**src/rtl/flash_wb_pkg.sv**
```systemverilog
// flash_wb_pkg
//   Types and constants shared by the byte-serial flash/boot-ROM reader and
//   writer on the 32-word Wishbone window.
//   - state_e    : writer FSM states
//   - PHASE_W    : width of the per-phase cycle counter (covers 1..15)
//   - LANES      : byte lanes per 32-bit Wishbone word
//   - byte_lane(): pick byte lane k out of a 32-bit word (lane k = bits 8k+7:8k)
package flash_wb_pkg;

  localparam int PHASE_W = 4;
  localparam int LANES   = 4;

  typedef enum logic [2:0] {
    ST_IDLE  = 3'd0,
    ST_SETUP = 3'd1,
    ST_PULSE = 3'd2,
    ST_HOLD  = 3'd3,
    ST_ACK   = 3'd4,
    ST_ERR   = 3'd5
  } state_e;

  function automatic logic [7:0] byte_lane(input logic [31:0] word, input logic [1:0] lane);
    return word[{lane, 3'b000} +: 8];
  endfunction

endpackage

```
**src/rtl/flash_wb_byte_writer_sel_scan.sv**
```systemverilog
// wb_sel_scan
//   Combinational search for the lowest enabled byte lane strictly above a
//   given lane index.
//   - sel_i   : byte-lane enables
//   - lane_i  : current lane; only lanes above it are considered
//   - found_o : an enabled lane above lane_i exists
//   - next_o  : that lane (equals lane_i when none is found)
module wb_sel_scan
  import flash_wb_pkg::*;
(
  input  logic [LANES-1:0] sel_i,
  input  logic [1:0]       lane_i,
  output logic             found_o,
  output logic [1:0]       next_o
);

  // Scan from the top down so the last hit is the lowest qualifying lane.
  always_comb begin
    found_o = 1'b0;
    next_o  = lane_i;
    for (int k = LANES - 1; k >= 0; k--) begin
      if (sel_i[k] && (k > int'(lane_i))) begin
        found_o = 1'b1;
        next_o  = 2'(k);
      end
    end
  end

endmodule

```
**src/rtl/flash_wb_byte_writer.sv**
```systemverilog
// flash_wb_byte_writer
//   Wishbone classic write slave that serialises each enabled byte lane of a
//   32-bit write into a timed byte write (setup, write pulse, hold) on an
//   8-bit parallel memory/flash port. Read cycles are answered with err.
//   Ports:
//   - clk, rst_n            : clock, asynchronous active-low reset
//   - wb_adr_i[4:0]         : word address in the 32-word window
//   - wb_dat_i/sel_i/we_i   : write data, byte enables, write enable
//   - wb_cyc_i/stb_i        : cycle / strobe
//   - wb_ack_o / wb_err_o   : one-cycle write ack / read error
//   - mem_addr_o[6:0]       : byte address {word_addr, lane}
//   - mem_dat_o[7:0]        : byte data
//   - mem_we_o              : active-high write pulse
//   - busy_o                : request accepted and not yet finished
module flash_wb_byte_writer
  import flash_wb_pkg::*;
#(
  parameter int SETUP_CYC = 1,
  parameter int PULSE_CYC = 2,
  parameter int HOLD_CYC  = 1
) (
  input  logic        clk,
  input  logic        rst_n,
  input  logic [4:0]  wb_adr_i,
  input  logic [31:0] wb_dat_i,
  input  logic [3:0]  wb_sel_i,
  input  logic        wb_we_i,
  input  logic        wb_cyc_i,
  input  logic        wb_stb_i,
  output logic        wb_ack_o,
  output logic        wb_err_o,
  output logic [6:0]  mem_addr_o,
  output logic [7:0]  mem_dat_o,
  output logic        mem_we_o,
  output logic        busy_o
);

  localparam logic [PHASE_W-1:0] SETUP_LD = PHASE_W'(SETUP_CYC - 1);
  localparam logic [PHASE_W-1:0] PULSE_LD = PHASE_W'(PULSE_CYC - 1);
  localparam logic [PHASE_W-1:0] HOLD_LD  = PHASE_W'(HOLD_CYC - 1);

  state_e             state_q, state_d;
  logic [PHASE_W-1:0] cnt_q, cnt_d;
  logic [4:0]         adr_q, adr_d;
  logic [31:0]        dat_q, dat_d;
  logic [3:0]         sel_q, sel_d;
  logic [1:0]         lane_q, lane_d;
  logic               abort_q, abort_d;
  logic               ack_q, ack_d;
  logic               err_q, err_d;
  logic               we_q, we_d;
  logic               busy_q, busy_d;
  logic [6:0]         maddr_q, maddr_d;
  logic [7:0]         mdat_q, mdat_d;

  // One scanner serves both lookups: in IDLE it searches the live select
  // above lane 0, in HOLD it searches the latched select above the current lane.
  logic       idle_sel;
  logic [3:0] scan_sel;
  logic [1:0] scan_lane;
  logic       scan_found;
  logic [1:0] scan_next;
  logic [1:0] first_lane;
  logic       abort_now;

  assign idle_sel  = (state_q == ST_IDLE);
  assign scan_sel  = idle_sel ? wb_sel_i : sel_q;
  assign scan_lane = idle_sel ? 2'd0 : lane_q;

  wb_sel_scan u_scan (
    .sel_i   (scan_sel),
    .lane_i  (scan_lane),
    .found_o (scan_found),
    .next_o  (scan_next)
  );

  assign first_lane = wb_sel_i[0] ? 2'd0 : scan_next;
  // A dropped cyc is remembered until the current byte has finished its hold.
  assign abort_now  = abort_q | ~wb_cyc_i;

  always_comb begin
    state_d = state_q;
    cnt_d   = cnt_q;
    adr_d   = adr_q;
    dat_d   = dat_q;
    sel_d   = sel_q;
    lane_d  = lane_q;
    abort_d = abort_q;
    maddr_d = maddr_q;
    mdat_d  = mdat_q;
    ack_d   = 1'b0;
    err_d   = 1'b0;
    we_d    = 1'b0;

    unique case (state_q)
      ST_IDLE: begin
        if (wb_cyc_i && wb_stb_i) begin
          adr_d   = wb_adr_i;
          dat_d   = wb_dat_i;
          sel_d   = wb_sel_i;
          abort_d = 1'b0;
          if (!wb_we_i) begin
            state_d = ST_ERR;
            err_d   = 1'b1;
          end else if (wb_sel_i == 4'b0000) begin
            state_d = ST_ACK;
            ack_d   = 1'b1;
          end else begin
            state_d = ST_SETUP;
            cnt_d   = SETUP_LD;
            lane_d  = first_lane;
            maddr_d = {wb_adr_i, first_lane};
            mdat_d  = byte_lane(wb_dat_i, first_lane);
          end
        end
      end
      ST_SETUP: begin
        abort_d = abort_now;
        if (cnt_q == '0) begin
          state_d = ST_PULSE;
          cnt_d   = PULSE_LD;
          we_d    = 1'b1;
        end else begin
          cnt_d = cnt_q - 1'b1;
        end
      end
      ST_PULSE: begin
        abort_d = abort_now;
        if (cnt_q == '0) begin
          state_d = ST_HOLD;
          cnt_d   = HOLD_LD;
        end else begin
          cnt_d = cnt_q - 1'b1;
          we_d  = 1'b1;
        end
      end
      ST_HOLD: begin
        abort_d = abort_now;
        if (cnt_q == '0) begin
          if (abort_now) begin
            state_d = ST_IDLE;
          end else if (scan_found) begin
            state_d = ST_SETUP;
            cnt_d   = SETUP_LD;
            lane_d  = scan_next;
            maddr_d = {adr_q, scan_next};
            mdat_d  = byte_lane(dat_q, scan_next);
          end else begin
            state_d = ST_ACK;
            ack_d   = 1'b1;
          end
        end else begin
          cnt_d = cnt_q - 1'b1;
        end
      end
      ST_ACK:  state_d = ST_IDLE;
      ST_ERR:  state_d = ST_IDLE;
      default: state_d = ST_IDLE;
    endcase

    busy_d = (state_d != ST_IDLE);
  end

  always_ff @(posedge clk or negedge rst_n) begin
    if (!rst_n) begin
      state_q <= ST_IDLE;
      cnt_q   <= '0;
      adr_q   <= '0;
      dat_q   <= '0;
      sel_q   <= '0;
      lane_q  <= '0;
      abort_q <= 1'b0;
      ack_q   <= 1'b0;
      err_q   <= 1'b0;
      we_q    <= 1'b0;
      busy_q  <= 1'b0;
      maddr_q <= '0;
      mdat_q  <= '0;
    end else begin
      state_q <= state_d;
      cnt_q   <= cnt_d;
      adr_q   <= adr_d;
      dat_q   <= dat_d;
      sel_q   <= sel_d;
      lane_q  <= lane_d;
      abort_q <= abort_d;
      ack_q   <= ack_d;
      err_q   <= err_d;
      we_q    <= we_d;
      busy_q  <= busy_d;
      maddr_q <= maddr_d;
      mdat_q  <= mdat_d;
    end
  end

  assign wb_ack_o   = ack_q;
  assign wb_err_o   = err_q;
  assign mem_we_o   = we_q;
  assign busy_o     = busy_q;
  assign mem_addr_o = maddr_q;
  assign mem_dat_o  = mdat_q;

endmodule

```
**config.mk**
```make
export PLATFORM = sky130hd
export DESIGN_NAME = flash_wb_byte_writer
export DESIGN_NICKNAME = d
export VERILOG_FILES = /design/src/rtl/flash_wb_pkg.sv /design/src/rtl/flash_wb_byte_writer_sel_scan.sv /design/src/rtl/flash_wb_byte_writer.sv
export SDC_FILE = /design/constraint.sdc
export NUM_CORES = 1
export LEC_CHECK = 0
export CAP_MARGIN = 20
export CORE_UTILIZATION = 30
export DETAILED_ROUTE_END_ITERATION = 12
export PLACE_DENSITY = 0.56
export SYNTH_ARGS = -nofsm -noshare
export SYNTH_HDL_FRONTEND = slang
export SYNTH_SLANG_ARGS = --single-unit
```
**constraint.sdc**
```tcl
create_clock -name clk -period 6.65 [get_ports clk]
set_input_delay 1.33 -clock clk [delete_from_list [all_inputs] [get_ports clk]]
set_output_delay 1.33 -clock clk [all_outputs]
set_load 0.02 [all_outputs]
```
==> results of run 1 <==
[cells by family after synthesis]
group | after synthesis | synth area share
muxes | 57 | 0.188
AOI/OAI and AO/OA | 73 | 0.154
DFF | 67 | 0.506
buffers and inverters | 20 | 0.0336
xor gates and xnor gates | 2 | 0.00529
adders and majority gates | 2 | 0.00755
and+or+nand+nor | 73 | 0.106
[where the power goes]
part	total, mW	switching [mW]	leakage, nW	internal [mW]
sequential	0.742	0.137	0.798	0.605
combinational	0.899	0.459	0.847	0.440
clock	0.410	0.157	0.122	0.252
total	2.05	0.753	1.77	1.30
[worst max-delay path, cell delays in order]
cell	delay (ns)
clkdlybuf4s50_1	0.47
nor2b_1	0.19
nor3_1	0.28
a211o_1	0.66
mux2i_1	0.29
o22ai_1	0.10
o22a_1	0.18
[worst paths after layout]
kind / to / cells after the start / slack (ns)
max: mem_dat_o[4]$_DFFE_PN0P_ / 7 / 3.37
min: adr_q[0]$_DFFE_PN0P_ / 1 / 0.51
max reg2reg: mem_dat_o[4]$_DFFE_PN0P_ / 6 / 3.88
min reg2reg: adr_q[0]$_DFFE_PN0P_ / 1 / 0.51
max in group asynchronous: dat_q[26]$_DFFE_PN0P_ / 2 / 4.91
min in group asynchronous: cnt_q[3]$_DFFE_PN0P_ / 2 / 1.19
[per-stage QoR]
stage	hold slack (ns)	std cells	area [um^2]	util	total power, mW
CTS	0.511	502	4320	0.400	2.07
floorplan	0.479	294	3310	-	1.36
finish	0.510	502	4320	0.400	2.05
global route	0.522	502	4320	0.400	2.19
detailed placement	0.494	486	4070	0.377	1.65
global placement	0.487	486	4070	0.377	1.63
[sequential cells by signal, indices dropped and copies added, names as in the netlist]
register,flops
abort_q,1
adr_q,5
busy_o,1
cnt_q,4
dat_q,32
lane_q,1
mem_addr_o,6
mem_dat_o,8
mem_we_o,1
sel_q,3
state_q,3
wb_ack_o,1
wb_err_o,1
[layout by cell type (no fill, tap or decap), types with 3 or more instances in the layout]
cell type        count
mux2i_1             16
or3_1                4
o22a_1               8
dfrtp_1             67
buf_4                4
o221ai_1             8
o21ai_0              5
nand2_1             24
nor2b_1              4
a21oi_1              8
clkdlybuf4s50_1     63
nand3_1              4
nor2_1              20
clkbuf_8            13
mux2_2              41
o22ai_1             17
inv_1                4
o211ai_1             8
nand2b_1             5
a31oi_1              6
nor3_1               3
[metal layers]
layer  up-vias  part of all wire  GRT usage
li1       1218                 -          -
met1      1308              0.46      0.198
met2        81              0.48      0.254
met3         4             0.059     0.0456
met4         0            0.0058     0.0460
met5         -                 0          0
[layout make-up]
class                      count  area share
sequential                    67       0.388
multi-input combinational    207       0.356
timing repair buffer          68       0.154
clock buffer                  13      0.0414
tap                          140      0.0406
clock inverter                 3      0.0157
inverter                       4     0.00348
==> results.sh, run 1 <==
export IMPL_status="finished, final reports clean"
export IMPL_cts_buffers=9
export IMPL_die_w_um=107
export IMPL_ys_flop_type="dfrtp_1"
export IMPL_avgRoutedWirePerCell_um=16.6
export IMPL_timing_final_ws_setup_ns=3.37
export IMPL_fin_nets=405
export IMPL_synthTopCellsByArea="dfrtp_1 51%, mux2_2 14%, mux2i_1 4.8%"
export IMPL_grt_usage=0.155
export IMPL_n_fill_cell=1052
export IMPL_gr_total_overflow=0
export IMPL_regArea_um2=1680
export IMPL_leakagePower_nw=1.77
export IMPL_multiInputGateArea_um2=1540
export IMPL_num_io_pins=65
export IMPL_critPathMaxFanout=16
export IMPL_async_reset_ff_frac=1.00
export IMPL_drv_cap=0
export IMPL_final_antenna_net_count=0
export IMPL_routed_wl_um=8340
export IMPL_initial_core_util=0.307
export IMPL_ir_drop_uv=177
export IMPL_rsz0062_at_grt="no"
export IMPL_tns_ns=0
export IMPL_placeableCoreArea_um2=10800
export IMPL_post_synth_top_area_cell="dfrtp_1"
export IMPL_yosys_warnings=0
export IMPL_finalCritPeriodShare=0.493
export IMPL_die_h_um=107
export IMPL_finalCriticalPeriod_ns=3.28
export IMPL_cts_resized=0
export IMPL_cts_root_buf="clkbuf_8"
export IMPL_avgSynthCellArea_um2=11.3
export IMPL_rows=38
export IMPL_p_per_area_nw_per_um2=475
export IMPL_slew_headroom=0.396
export IMPL_syn_area_um2=3310
export IMPL_ys_top_cells_by_count="67 x dfrtp_1, 41 x mux2_2, 24 x nand2_1"
export IMPL_required_ns=6.88
export IMPL_grt_max_degree=68
export IMPL_cts_tree="yes"
export IMPL_ys_seq_elements=67
export IMPL_ys_types=39
export IMPL_report_final_setup_viol=0
export IMPL_synth_edf_count=0
export IMPL_startpoint="wb_sel_i[3]"
export IMPL_drive_gt1_frac=0.188
export IMPL_grt_pass1_wl_um=13600
export IMPL_syn_nets=342
export IMPL_port_buffers=64
export IMPL_seq_area_frac_synth=0.506
export IMPL_synth_top_cell_area_share=0.506
export IMPL_htreeDepth=3
export IMPL_hold_viol=0
export IMPL_cp_start_kind="input pin"
export IMPL_cts_buffer_depth=2
export IMPL_via_count=2611
export IMPL_post_cts_buffers=0
export IMPL_path_class="input pin to flop"
export IMPL_clock_latency_ns=0.34
export IMPL_drt_iter0_drc=123
export IMPL_finClkSkew_ns=0.0142
export IMPL_post_place_ws_ns=3.04
export IMPL_grt_pass1_vias=2621
export IMPL_gp_congestion=0.725
export IMPL_clk_pin_slew_ns=0.07
export IMPL_syn_inst=294
export IMPL_r2r_start="state_q[2]$_DFF_PN0_"
export IMPL_cp_end_kind="flop"
export IMPL_min_path_type="flop to flop"
export IMPL_synth_most_common_cell="dfrtp_1"
export IMPL_fmax_mhz=305
export IMPL_crit_arrival_ns=3.51
export IMPL_drcViolationCount=0
export IMPL_worstHoldStart="adr_q[0]$_DFFE_PN0P_"
export IMPL_clock_sinks=67
export IMPL_syn_to_final_growth_pct=30.3
export IMPL_cts_hold_buf=0
export IMPL_worst_pin_slew_ns=0.904
export IMPL_via_per_inst=5.20
export IMPL_first_pass_iters=4
export IMPL_drv_slew=0
export IMPL_dieArea_um2=11500
export IMPL_antenna_found_initial=0
export IMPL_dp_hpwl_um=5650
export IMPL_insertedDiodeCount=0
No activity file was read; power rests on OpenSTA's default activity.
==> run 2, diff against run 1 <==
- clock period: 6.65 -> 3.21 ns (I/O delays scaled with it)
==> results.sh, run 2 (synthesis results as in run 1) <==
export IMPL_fin_area_um2=4300
export IMPL_die_w_um=107
export IMPL_drcViolationCount=0
export IMPL_tns_ns=0
export IMPL_initial_core_util=0.307
export IMPL_grt_usage=0.154
export IMPL_seq_power_share=0.375
export IMPL_dr_max_layer_used="met4"
export IMPL_placeableCoreArea_um2=10800
export IMPL_grt_pass1_wl_um=13500
export IMPL_final_antenna_net_count=0
export IMPL_cts_buffers=9
export IMPL_report_final_setup_viol=0
export IMPL_combPwrFrac=0.471
export IMPL_critPathMaxFanout=11
export IMPL_cts_buffer_depth=2
export IMPL_fmax_mhz=393
export IMPL_largest_reg_flops=32
export IMPL_clock_sinks=67
export IMPL_gp_congestion=0.752
export IMPL_syn_to_final_growth_pct=29.9
export IMPL_p_per_area_nw_per_um2=947
export IMPL_path_class="flop to flop"
export IMPL_crit_arrival_ns=2.77
export IMPL_netSwitchingFraction=0.378
export IMPL_ir_drop_uv=386
export IMPL_port_buffers=64
export IMPL_grt_pass1_vias=2702
export IMPL_clock_power_share=0.154
export IMPL_htreeDepth=3
export IMPL_die_h_um=107
export IMPL_rsz0062_at_grt="no"
export IMPL_cts_hold_buf=0
export IMPL_drt_iter0_drc=90
export IMPL_first_pass_iters=4
export IMPL_layout_commonest_cell="dfrtp_1"
export IMPL_rows=38
export IMPL_crit_end="mem_dat_o[5]$_DFFE_PN0P_"
export IMPL_routed_wl_um=8340
export IMPL_internal_power_mw=2.54
export IMPL_hold_viol=0
export IMPL_cts_resized=0
export IMPL_r2r_cells=7
export IMPL_via_per_inst=5.11
export IMPL_finalCriticalPeriod_ns=2.54
export IMPL_met3_length_um=410
export IMPL_timing_rr_end="mem_dat_o[5]$_DFFE_PN0P_"
export IMPL_required_ns=3.44
export IMPL_via_count=2606
export IMPL_finalCritPeriodShare=0.792
export IMPL_antenna_found_initial=0
export IMPL_cp_end_kind="flop"
export IMPL_finClkSkew_ns=0.0117
export IMPL_routed_wl_met2_um=4190
export IMPL_dieArea_um2=11500
export IMPL_num_io_pins=65
export IMPL_cp_start_kind="flop"
export IMPL_drive_gt1_frac=0.197
export IMPL_final_cell_mix="67 x dfrtp_1, 63 x clkdlybuf4s50_1, 41 x mux2_2"
export IMPL_placed_cell_area_um2=4130
export IMPL_insertedDiodeCount=0
export IMPL_worst_pin_slew_ns=0.709
export IMPL_startpoint="state_q[1]$_DFF_PN0_"
export IMPL_cts_root_buf="clkbuf_8"
export IMPL_fin_nets=413
export IMPL_power_switching_mw=1.54
export IMPL_met1Wirelength_um=3670
export IMPL_gr_total_overflow=0
export IMPL_cts_tree="yes"
export IMPL_leakagePower_nw=1.78
export IMPL_dp_hpwl_um=5880
export IMPL_top_register="dat_q"
export IMPL_slew_headroom=0.526
export IMPL_clock_latency_ns=0.34
export IMPL_drv_slew=0
export IMPL_min_path_type="input pin to async pin"
export IMPL_grt_max_degree=38
export IMPL_reg2reg_slack_ns=0.67
export IMPL_avgRoutedWirePerCell_um=16.3
export IMPL_post_cts_buffers=0
export IMPL_drv_cap=0
export IMPL_r2r_start="state_q[1]$_DFF_PN0_"
export IMPL_clk_pin_slew_ns=0.08
export IMPL_status="finished, final reports clean"
-- run 2: layer usage --
layer	vias to the layer above	global-route usage
li1	1232	-
met1	1305	0.185
met2	64	0.271
met3	5	0.0407
met4	0	0.0411
met5	-	0
-- run 2: per-stage QoR --
stage               std cells  utilization  setup WS [ns]  hold WS, ns  total power, mW
floorplan                 294            -           1.03        0.346             2.82
global placement          494        0.383          0.514        0.487             3.43
detailed placement        494        0.383          0.509        0.494             3.47
CTS                       510        0.399          0.710        0.352             4.11
global route              510        0.399          0.518        0.389             4.37
finish                    510        0.399          0.667        0.335             4.08
-- run 2: worst min-delay path by stage --
stage | slack (ns) | to | cells after the start
5_1_grt | 0.39 | cnt_q[2]$_DFFE_PN0P_ | 1
3_3_place_gp | 0.49 | adr_q[2]$_DFFE_PN0P_ | 1
2_1_floorplan | 0.35 | abort_q$_DFFE_PN0P_ | 0
3_5_place_dp | 0.49 | adr_q[3]$_DFFE_PN0P_ | 1
4_1_cts | 0.35 | cnt_q[2]$_DFFE_PN0P_ | 1
6_report | 0.34 | cnt_q[3]$_DFFE_PN0P_ | 1
-- run 2: worst max-delay path, cell delays in order, from the launching register on --
cell,delay [ns]
dfrtp_1,0.51
or3_1,0.53
nor3_1,0.32
a211o_1,0.30
buf_4,0.25
mux2i_1,0.24
o22ai_1,0.10
o22a_1,0.17
-- run 2: final cells by class --
| type | count | area [um^2] |
|---|---|---|
| clock inverters | 2 | 10.0 |
| clock buffers | 14 | 163 |
| repair buffers | 76 | 726 |
| fillers | 1070 | 6490 |
| flip-flops and latches | 67 | 1680 |
| multi-input cells | 207 | 1540 |
| inverters | 4 | 15.0 |
| well taps | 140 | 175 |
-- run 2: power groups by stage --
| stage | Clock (mW) | Sequential (mW) | Combinational, mW |
|---|---|---|---|
| after floorplan | 0 | 1.57 | 1.25 |
| after global placement | 0 | 1.53 | 1.90 |
| after detailed placement | 0 | 1.54 | 1.93 |
| after CTS | 0.650 | 1.53 | 1.94 |
| after global routing | 0.683 | 1.58 | 2.10 |
| final | 0.627 | 1.53 | 1.92 |
